$ cat config.mk
export PLATFORM = sky130hd
export DESIGN_NAME = rcu_bus_cond_detect
export DESIGN_NICKNAME = d
export VERILOG_FILES = /design/src/rtl/rcu_bus_cond_detect.sv
export SDC_FILE = /design/constraint.sdc
export NUM_CORES = 1
export LEC_CHECK = 0
export ABC_CLOCK_PERIOD_IN_PS = 3600
export CORE_MARGIN = 3
export CORE_UTILIZATION = 55
export CTS_CLUSTER_DIAMETER = 40
export DETAILED_ROUTE_END_ITERATION = 8
export HOLD_SLACK_MARGIN = 0.03
export PLACE_DENSITY = 0.77
export REMOVE_ABC_BUFFERS = 1
export SETUP_SLACK_MARGIN = 0.02
export SLEW_MARGIN = 5
export SYNTH_ARGS = -nofsm -noshare
export SYNTH_HDL_FRONTEND = slang
export SYNTH_SLANG_ARGS = --single-unit
$ cat constraint.sdc
create_clock -name clk -period 3.6 [get_ports clk]
set_input_delay 1.08 -clock clk [delete_from_list [all_inputs] [get_ports clk]]
set_output_delay 1.08 -clock clk [all_outputs]
set_load 0.02 [all_outputs]
$ cat src/rtl/rcu_bus_cond_detect.sv
// rcu_bus_cond_detect: oversampled START / repeated START / STOP detector for
// the RCU serial link. Synchronises and glitch-filters SCL/SDA on clk, then
// decodes bus conditions, SCL edge strobes, bus-busy and a stuck-SCL timeout.
module rcu_bus_cond_detect #(
  parameter int unsigned SYNC_STAGES    = 2,
  parameter int unsigned FILTER_LEN     = 3,
  parameter int unsigned TIMEOUT_W      = 16,
  parameter int unsigned TIMEOUT_CYCLES = 1000
) (
  input  logic clk,
  input  logic reset,
  input  logic det_en,
  input  logic rcu_scl,
  input  logic rcu_sda_in,
  output logic scl_filt,
  output logic sda_filt,
  output logic scl_rise,
  output logic scl_fall,
  output logic start_pulse,
  output logic rep_start_pulse,
  output logic stop_pulse,
  output logic start_flag,
  output logic bus_busy,
  output logic timeout_pulse
);

  localparam int unsigned FCNT_W = (FILTER_LEN > 1) ? $clog2(FILTER_LEN) : 1;
  localparam logic [FCNT_W-1:0]    FCNT_MAX = FCNT_W'(FILTER_LEN - 1);
  localparam logic [TIMEOUT_W-1:0] TO_MAX   = TIMEOUT_W'(TIMEOUT_CYCLES - 1);

  logic [SYNC_STAGES-1:0] scl_sync;
  logic [SYNC_STAGES-1:0] sda_sync;
  logic                   scl_synced_c;
  logic                   sda_synced_c;
  logic [FCNT_W-1:0]      scl_cnt;
  logic [FCNT_W-1:0]      sda_cnt;
  logic                   scl_prev;
  logic                   sda_prev;
  logic [TIMEOUT_W-1:0]   to_cnt;
  logic [TIMEOUT_W-1:0]   to_cnt_n;

  logic scl_rise_c;
  logic scl_fall_c;
  logic start_c;
  logic stop_c;
  logic to_fire_c;
  logic busy_n;
  logic flag_n;

  assign scl_synced_c = scl_sync[SYNC_STAGES-1];
  assign sda_synced_c = sda_sync[SYNC_STAGES-1];

  // Plain shift-register synchronisers; idle bus level after reset.
  always_ff @(posedge clk) begin
    if (reset) begin
      scl_sync <= '1;
      sda_sync <= '1;
    end else begin
      scl_sync <= {scl_sync[SYNC_STAGES-2:0], rcu_scl};
      sda_sync <= {sda_sync[SYNC_STAGES-2:0], rcu_sda_in};
    end
  end

  // SCL filter: follow the synced line only after FILTER_LEN differing cycles.
  always_ff @(posedge clk) begin
    if (reset) begin
      scl_filt <= 1'b1;
      scl_cnt  <= '0;
    end else if (scl_synced_c == scl_filt) begin
      scl_cnt  <= '0;
    end else if (scl_cnt == FCNT_MAX) begin
      scl_filt <= scl_synced_c;
      scl_cnt  <= '0;
    end else begin
      scl_cnt  <= scl_cnt + FCNT_W'(1);
    end
  end

  // SDA filter: same rule as SCL.
  always_ff @(posedge clk) begin
    if (reset) begin
      sda_filt <= 1'b1;
      sda_cnt  <= '0;
    end else if (sda_synced_c == sda_filt) begin
      sda_cnt  <= '0;
    end else if (sda_cnt == FCNT_MAX) begin
      sda_filt <= sda_synced_c;
      sda_cnt  <= '0;
    end else begin
      sda_cnt  <= sda_cnt + FCNT_W'(1);
    end
  end

  // Edge and condition decode; a simultaneous SCL change suppresses decode
  // because scl_prev then differs from scl_filt.
  assign scl_rise_c = scl_filt & ~scl_prev;
  assign scl_fall_c = ~scl_filt & scl_prev;
  assign start_c    = det_en & scl_filt & scl_prev & ~sda_filt & sda_prev;
  assign stop_c     = det_en & scl_filt & scl_prev & sda_filt & ~sda_prev;

  // Next-state for bus_busy, start_flag and the SCL-low timeout counter.
  always_comb begin
    busy_n    = bus_busy;
    flag_n    = start_flag;
    to_cnt_n  = to_cnt;
    to_fire_c = 1'b0;
    if (!det_en) begin
      busy_n   = 1'b0;
      flag_n   = 1'b0;
      to_cnt_n = '0;
    end else begin
      if (!bus_busy || scl_filt) begin
        to_cnt_n = '0;
      end else if (to_cnt == TO_MAX) begin
        to_fire_c = 1'b1;
      end else begin
        to_cnt_n = to_cnt + TIMEOUT_W'(1);
      end

      if (start_c) begin
        busy_n = 1'b1;
      end else if (stop_c || to_fire_c) begin
        busy_n = 1'b0;
      end

      if (start_c) begin
        flag_n = 1'b1;
      end else if (scl_fall_c) begin
        flag_n = 1'b0;
      end
    end
  end

  // Registered strobes, previous-cycle line copies and bus state.
  always_ff @(posedge clk) begin
    if (reset) begin
      scl_prev        <= 1'b1;
      sda_prev        <= 1'b1;
      scl_rise        <= 1'b0;
      scl_fall        <= 1'b0;
      start_pulse     <= 1'b0;
      rep_start_pulse <= 1'b0;
      stop_pulse      <= 1'b0;
      timeout_pulse   <= 1'b0;
      start_flag      <= 1'b0;
      bus_busy        <= 1'b0;
      to_cnt          <= '0;
    end else begin
      scl_prev        <= scl_filt;
      sda_prev        <= sda_filt;
      scl_rise        <= scl_rise_c;
      scl_fall        <= scl_fall_c;
      start_pulse     <= start_c;
      rep_start_pulse <= start_c & bus_busy;
      stop_pulse      <= stop_c;
      timeout_pulse   <= to_fire_c;
      start_flag      <= flag_n;
      bus_busy        <= busy_n;
      to_cnt          <= to_cnt_n;
    end
  end

endmodule

# --- Word level (Yosys, flattened, before mapping) ---
# Cells that the tools add are included.
op_classes:
  muxes: 7
  n_eq_ne: 5
  bitwise_logic: 16
  add_sub_neg: 3
  reduce_logical: 11
ops:
  columns: ["cell", "n"]
  rows:
  - ["adder 16 x 1 -> 16 bit, second input constant", 1]
  - ["== test 16 x 10 -> 1 bit, second input constant", 1]
  - ["bitwise AND 1 bit", 9]
  - ["OR reduction 3 bit", 3]
  - ["2-to-1 mux 1 bit", 7]
  - ["inverter 1 bit", 7]
  - ["adder 2 x 1 -> 2 bit, second input constant", 2]
  - ["== test 2 bit, second input constant", 2]
  - ["AND reduction 2 bit", 2]
  - ["nonzero test 2 bit", 2]
  - ["== test 1 bit", 2]
  - ["logical OR 1 bit", 2]
  - ["OR reduction 2 bit", 1]
  - ["logical NOT 1 bit", 1]
word_totals:
  input_bits: 5
  out_inout_bits: 10
  register_bits: 36

# --- Logic depth before layout (Yosys ltp) ---
# Gate-level depths: netlist of the first run.
logic_depth:
  depth_word: 7
  depth_mapped: 5
  mapped_depth_nobuf: 4

# --- Worst setup path before layout of the first run ---
# No wires, ideal clock.
synth_timing:
  path_type: "input-to-reg"
  startpoint: "input reset"
  endpoint: "register to_cnt[2]"
  cell_stages: 5
  slack_ns: 1.419
  t_required_ns: 3.526
  t_arrival_ns: 2.107
  path_cell_list: "clkbuf_1 and4bb_2 buf_1 o21ai_0 a31oi_1"
synth_via:
  elab_chain_cells: 1
synth_lines:
  columns: ["item", "line", "text"]
  rows:
  - ["from (decl)", "11", "input logic reset,"]
  - ["OR reduction 3 bit (no source line)", null, null]
  - ["to (signal assigned)", "159", "to_cnt <= to_cnt_n;"]
  - ["to (decl)", "39", "logic [TIMEOUT_W-1:0] to_cnt;"]
# Every way passes these cells.
# A chain may end at the register's enable or synchronous reset.

# --- Final worst setup path of the first run ---
layout_timing:
  startpoint: "register scl_filt"
  endpoint: "output scl_filt"
layout_lines:
  columns: ["item", "line", "text"]
  rows:
  - ["from (decl)", "15", "output logic scl_filt,"]
  - ["from (signal assigned)", "72", "scl_filt <= scl_synced_c;"]
# No word-level cell between the ends.

==> results.sh, run 1 <==
export IMPL_synth_distinct_cells=33
export IMPL_first_pass_iters=4
export IMPL_power_mw=0.6322
export IMPL_finalHoldViolations=0
export IMPL_relSlewSlack=0.6934
export IMPL_clock_path_buffers=2
export IMPL_cp_top_family="buffers and inverters"
export IMPL_layout_drive_gt1_share=0.08046
export IMPL_rsz0062_at_grt="no"
export IMPL_cp_max_fo=12
export IMPL_grt_pass1_wl_um=4816
export IMPL_grt_max_degree=17
export IMPL_multiInputGateArea_um2=685.7
export IMPL_routedWlPerCell_um=12.95
export IMPL_final_common_cell="dfxtp_1"
export IMPL_synth_area_per_cell_um2=9.257
export IMPL_cts_tree="done"
export IMPL_start_util=0.5851
export IMPL_fin_setup_tns_ns=0
export IMPL_nFillCells=207
export IMPL_setup_viol=0
export IMPL_critPathSlowestCell="clkdlybuf4s50_1"
export IMPL_gp_congestion=0.7604
export IMPL_place_ws_ns=0.8089
export IMPL_fmax_ghz=0.3810
export IMPL_syn_inst=158
export IMPL_slew_viol_final=0
export IMPL_ant_nets=0
export IMPL_clkSlewWorstSetupHoldPaths_ns=0.10
export IMPL_fin_worst_skew_ns=0.007734
export IMPL_grt_overflow_total=0
export IMPL_dieArea_um2=3314
export IMPL_seq_area_frac_synth=0.4927
export IMPL_antenna_cells=0
export IMPL_routed_wl_um=2642
export IMPL_ys_seq_elements=36
export IMPL_clkSinkCount=36
export IMPL_synth_area_um2=1463
export IMPL_endpoint_kind="primary output"
export IMPL_htreeDepth=2
export IMPL_ios=15
export IMPL_path_cells="clkdlybuf4s50_1"
export IMPL_yosysTopAreaCell="dfxtp_1"
export IMPL_cap_violations=0
export IMPL_hold_ws_ns=0.4178
export IMPL_vias_per_cell=5.569
export IMPL_post_route_period_util=0.7292
export IMPL_cp_required_ns=2.52
export IMPL_cts_buffers=5
export IMPL_cts_hold_buf=0
export IMPL_worst_pin_slew_ns=0.4561
export IMPL_ys_top_cells_by_area="dfxtp_1 49%, mux2i_1 5.5%, nand2_1 4.1%"
export IMPL_slowest_delay_ns=0.67
export IMPL_worstHoldPathType="reg -> reg"
export IMPL_cts_root_buffer="clkbuf_4"
export IMPL_grt_pass1_vias=1086
export IMPL_final_seq_area_um2=720.7
export IMPL_power_density_nw_per_um2=377.1
export IMPL_cp_arrival_ns=1.54
export IMPL_startpoint_type="register"
export IMPL_drc=0
export IMPL_run_status="finished clean"
export IMPL_core_area_um2=2500
export IMPL_die_w_um=57.57
export IMPL_yosysWarningCount=0
export IMPL_clkLatencyLatePin_ns=0.33
export IMPL_vias=1136
export IMPL_port_buffers=14
export IMPL_worst_slack_ns=0.9750
export IMPL_mostFrequentLayoutCells="36 x dfxtp_1, 16 x nand2_1, 14 x clkdlybuf4s50_1, 9 x inv_1"
export IMPL_synth_top_cell_area_share=0.4927
export IMPL_dp_hpwl_um=1875
export IMPL_antenna_found_initial=0
export IMPL_power_leakage_nw=0.5851
export IMPL_fin_nets=181
export IMPL_grt_usage=0.1894
export IMPL_post_cts_resized=0
export IMPL_cts_setup_buffers=0
export IMPL_syn2layout_area_growth_pct=14.63
export IMPL_min_period_ns=2.625
export IMPL_timing_worst_setup_path_type="reg -> out"
export IMPL_drt_iter0_markers=42
export IMPL_rows=18
export IMPL_dieHeight_um=57.57
export IMPL_ir_worst_vdd_mv=0.3136
export IMPL_crit_buf_inv=1
metal layers:
metal	vias up	global-route usage	wire length (µm)
met5	-	0	0
met4	0	0.06954	39
met3	7	0.06561	153
met2	26	0.2919	1187
met1	511	0.2450	1261
li1	592	-	-
through the flow:
step	util	std cells	cell area, µm²
final	0.6707	204	1677
after global routing	0.6707	204	1677
after CTS	0.6707	204	1677
after detailed placement	0.6471	196	1618
after global placement	0.6471	196	1618
after floorplan	-	152	1440
final timing paths:
kind | startpoint | end | slack, ns | cells after the start
max | scl_filt$_SDFFE_PP1P_ | scl_filt | 0.98 | 1
min | sda_cnt[0]$_SDFF_PP0_ | sda_cnt[0]$_SDFF_PP0_ | 0.42 | 1
max reg2reg | to_cnt[5]$_SDFFE_PP0P_ | bus_busy$_SDFFE_PP0P_ | 1.78 | 3
min reg2reg | sda_cnt[0]$_SDFF_PP0_ | sda_cnt[0]$_SDFF_PP0_ | 0.42 | 1
power by group:
part           switching [mW]  internal, mW  total, mW
Clock                   0.121        0.0963      0.217
Combinational         0.00535       0.00757     0.0129
Sequential            0.00124         0.401      0.402
Total                   0.127         0.505      0.632
synth_stat cells:
cell type	count
mux2i_1	8
nand2b_1	7
o211ai_1	1
and4b_1	1
nand3_1	6
o211a_1	1
nor3_1	1
nand4_1	5
nand4bb_1	1
or4_1	4
nor4_1	7
nor4_2	1
nor2_1	8
o21ai_0	4
or4_4	2
dfxtp_1	36
or3_1	6
o21ai_1	2
ha_1	3
a21oi_1	7
or2_1	1
buf_1	1
and3_1	1
and2_1	1
o31ai_1	3
and4bb_2	1
or2_2	4
xor2_1	1
xnor2_1	2
nand2_1	16
a31oi_1	2
inv_1	9
clkbuf_1	5
state kept, by name, indices dropped and copies added, names as in the netlist, 2 cells and up:
signal / count
scl_sync: 2
scl_cnt: 2
sda_sync: 2
to_cnt: 16
sda_cnt: 2
cell families after synthesis:
group / synth area share
and+or+nand+nor: 0.2900
DFF: 0.4927
AOI/OAI and AO/OA: 0.08041
buffers and inverters: 0.03849
muxes: 0.05475
xor gates and xnor gates: 0.01797
adders and majority gates: 0.02567
final cells by class:
| cell class | instances | area share |
|---|---|---|
| multi-input cells | 107 | 0.4090 |
| clock buffers | 8 | 0.03507 |
| inverters | 9 | 0.02015 |
| repair buffers | 14 | 0.08358 |
| well taps | 30 | 0.02239 |
| flip-flops and latches | 36 | 0.4299 |
No activity file was read; power rests on OpenSTA's default activity.
==> inputs of run 2 (changes only) <==
--- a/config.mk
+++ b/config.mk
@@ -5,13 +5,13 @@
 export SDC_FILE = /design/constraint.sdc
 export NUM_CORES = 1
 export LEC_CHECK = 0
-export ABC_CLOCK_PERIOD_IN_PS = 3600
+export ABC_CLOCK_PERIOD_IN_PS = 2700
 export CORE_MARGIN = 3
-export CORE_UTILIZATION = 55
+export CORE_UTILIZATION = 54
 export CTS_CLUSTER_DIAMETER = 40
 export DETAILED_ROUTE_END_ITERATION = 8
 export HOLD_SLACK_MARGIN = 0.03
-export PLACE_DENSITY = 0.77
+export PLACE_DENSITY = 0.75
 export REMOVE_ABC_BUFFERS = 1
 export SETUP_SLACK_MARGIN = 0.02
 export SLEW_MARGIN = 5
==> constraint.sdc (replaced) <==
create_clock -name clk -period 2.7 [get_ports clk]
set_input_delay 0.81 -clock clk [delete_from_list [all_inputs] [get_ports clk]]
set_output_delay 0.81 -clock clk [all_outputs]
set_load 0.02 [all_outputs]
==> run 2 against run 1 <==
Against the previous run: non-clock buffer count increased by 1; first-iteration DRC count decreased by 9.5%; power increased by 28%; critical path type unchanged; critical endpoint unchanged; highest routed layer unchanged.
==> results.sh, run 2 (synthesis results as in run 1) <==
export IMPL_vias_per_cell=5.623
export IMPL_grt_overflow_total=0
export IMPL_largest_reg_flops=16
export IMPL_antenna_cells=0
export IMPL_drc=0
export IMPL_cp_required_ns=1.89
export IMPL_crit_buf_inv=1
export IMPL_final_common_cell="dfxtp_1"
export IMPL_cp_num_cells=1
export IMPL_layout_drive_gt1_share=0.08621
export IMPL_path_cells="clkdlybuf4s50_1"
export IMPL_rsz0062_at_grt="no"
export IMPL_cts_hold_buf=0
export IMPL_grt_pass1_vias=1047
export IMPL_core_area_um2=2522
export IMPL_power_leakage_nw=0.5847
export IMPL_dieArea_um2=3369
export IMPL_fin_worst_skew_ns=0.004644
export IMPL_fin_area_um2=1672
export IMPL_fin_setup_tns_ns=0
export IMPL_routedWlPerCell_um=12.28
export IMPL_min_delay_start="scl_sync[0]$_SDFF_PP1_"
export IMPL_clkSlewWorstSetupHoldPaths_ns=0.10
export IMPL_routed_wl_um=2505
export IMPL_nFillCells=216
export IMPL_port_buffers=14
export IMPL_worstRegToRegCells=3
export IMPL_r2r_end="bus_busy$_SDFFE_PP0P_"
export IMPL_largest_register="to_cnt"
export IMPL_grt_usage=0.1760
export IMPL_mostFrequentLayoutCells="36 x dfxtp_1, 16 x nand2_1, 14 x clkdlybuf4s50_1, 9 x inv_1"
export IMPL_syn2layout_area_growth_pct=14.29
export IMPL_postPlaceCellArea_um2=1625
export IMPL_vias=1147
export IMPL_fmax_ghz=0.4248
export IMPL_cts_setup_buffers=0
export IMPL_hold_ws_ns=0.4166
export IMPL_timing_worst_setup_path_type="reg -> out"
export IMPL_cap_violations=0
export IMPL_clock_path_buffers=2
export IMPL_ios=15
export IMPL_rows=18
export IMPL_place_inst=197
export IMPL_use_met2=0.2500
export IMPL_post_cts_resized=0
export IMPL_worstSetupStartpoint="scl_filt$_SDFFE_PP1P_"
export IMPL_ant_nets=0
export IMPL_worstHoldPathType="reg -> reg"
export IMPL_ir_worst_vdd_mv=0.4024
export IMPL_grt_pass1_wl_um=4533
export IMPL_gp_congestion=0.7210
export IMPL_utilization=0.6627
export IMPL_slew_viol_final=0
export IMPL_startpoint_type="register"
export IMPL_slowest_delay_ns=0.68
export IMPL_stdcell_count=204
export IMPL_r2r_start="to_cnt[5]$_SDFFE_PP0P_"
export IMPL_power_density_nw_per_um2=486.0
export IMPL_cp_max_fo=12
export IMPL_clkSinkCount=36
export IMPL_cp_arrival_ns=1.54
export IMPL_fin_nets=182
export IMPL_setup_viol=0
export IMPL_crit_end="scl_filt"
export IMPL_htreeDepth=2
export IMPL_run_status="finished clean"
export IMPL_post_route_period_util=0.8719
export IMPL_clkLatencyLatePin_ns=0.33
export IMPL_top_usage_layer="met2"
export IMPL_critPathSlowestCell="clkdlybuf4s50_1"
export IMPL_cts_tree="done"
export IMPL_start_util=0.5799
export IMPL_min_period_ns=2.354
export IMPL_die_w_um=58.05
export IMPL_antenna_found_initial=0
export IMPL_cp_top_family="buffers and inverters"
export IMPL_drt_iter0_markers=38
export IMPL_cts_root_buffer="clkbuf_4"
export IMPL_grt_max_degree=17
export IMPL_cts_buffers=5
export IMPL_worst_pin_slew_ns=0.4542
export IMPL_finalHoldViolations=0
export IMPL_first_pass_iters=4
export IMPL_endpoint_kind="primary output"
export IMPL_multiInputGateArea_um2=685.7
export IMPL_ff2ff_setup_slack_ns=0.87
export IMPL_grt_util_met3=0.07350
export IMPL_dieHeight_um=58.05
export IMPL_dp_hpwl_um=1808
export IMPL_relSlewSlack=0.6963
export IMPL_final_seq_area_um2=720.7
export IMPL_grtUsageMet1=0.2392
run 2: cell types whose count changed in the layout (fill, tap and decap cells not counted):
cell and change:
clkinv_2 +1, clkbuf_1 -1, clkbuf_8 -1, buf_4 +1
run 2: worst min-delay path by stage:
stage	slack, ns	end	cells past startpoint
finish	0.42	scl_sync[1]$_SDFF_PP1_	1
global route	0.43	scl_cnt[0]$_SDFF_PP0_	1
CTS	0.42	scl_sync[1]$_SDFF_PP1_	1
detailed placement	0.40	scl_sync[1]$_SDFF_PP1_	1
global placement	0.39	sda_sync[1]$_SDFF_PP1_	1
floorplan	0.39	scl_sync[1]$_SDFF_PP1_	1
run 2: area by class of cell:
type / instances / share of cell area
clock inverter: 1 / 0.002994
timing repair buffer: 15 / 0.08832
inverter: 9 / 0.02021
sequential: 36 / 0.4311
multi-input combinational: 107 / 0.4102
clock buffer: 6 / 0.02470
tap: 30 / 0.02246
run 2: per-layer routing:
| metal | wire length (µm) | part of all wire | up-vias |
|---|---|---|---|
| li1 | - | - | 598 |
| met1 | 1253 | 0.50 | 520 |
| met2 | 1096 | 0.44 | 27 |
| met3 | 142 | 0.057 | 2 |
| met4 | 13 | 0.0052 | 0 |
| met5 | 0 | 0 | - |
run 2: metrics by stage:
step	power (mW)	setup WS, ns
floorplan	0.5561	0.9811
global placement	0.5653	0.4531
global route	0.8496	0.2245
CTS	0.8206	0.3297
detailed placement	0.5655	0.4057
finish	0.8123	0.3459
run 2: power by group:
group          switching [mW]  leakage, nW  internal, mW
clock network           0.163       0.0281        0.0959
registers             0.00165        0.291         0.535
logic                 0.00678        0.265        0.0101
==> inputs of run 3 (changes only) <==
--- a/config.mk
+++ b/config.mk
@@ -8,7 +8,7 @@
 export ABC_CLOCK_PERIOD_IN_PS = 2700
 export CORE_MARGIN = 3
 export CORE_UTILIZATION = 54
-export CTS_CLUSTER_DIAMETER = 40
+export CTS_CLUSTER_DIAMETER = 50
 export DETAILED_ROUTE_END_ITERATION = 8
 export HOLD_SLACK_MARGIN = 0.03
 export PLACE_DENSITY = 0.75
==> results of run 3 <==
The final DEF is identical to that of run 2; final timing and power are the same.
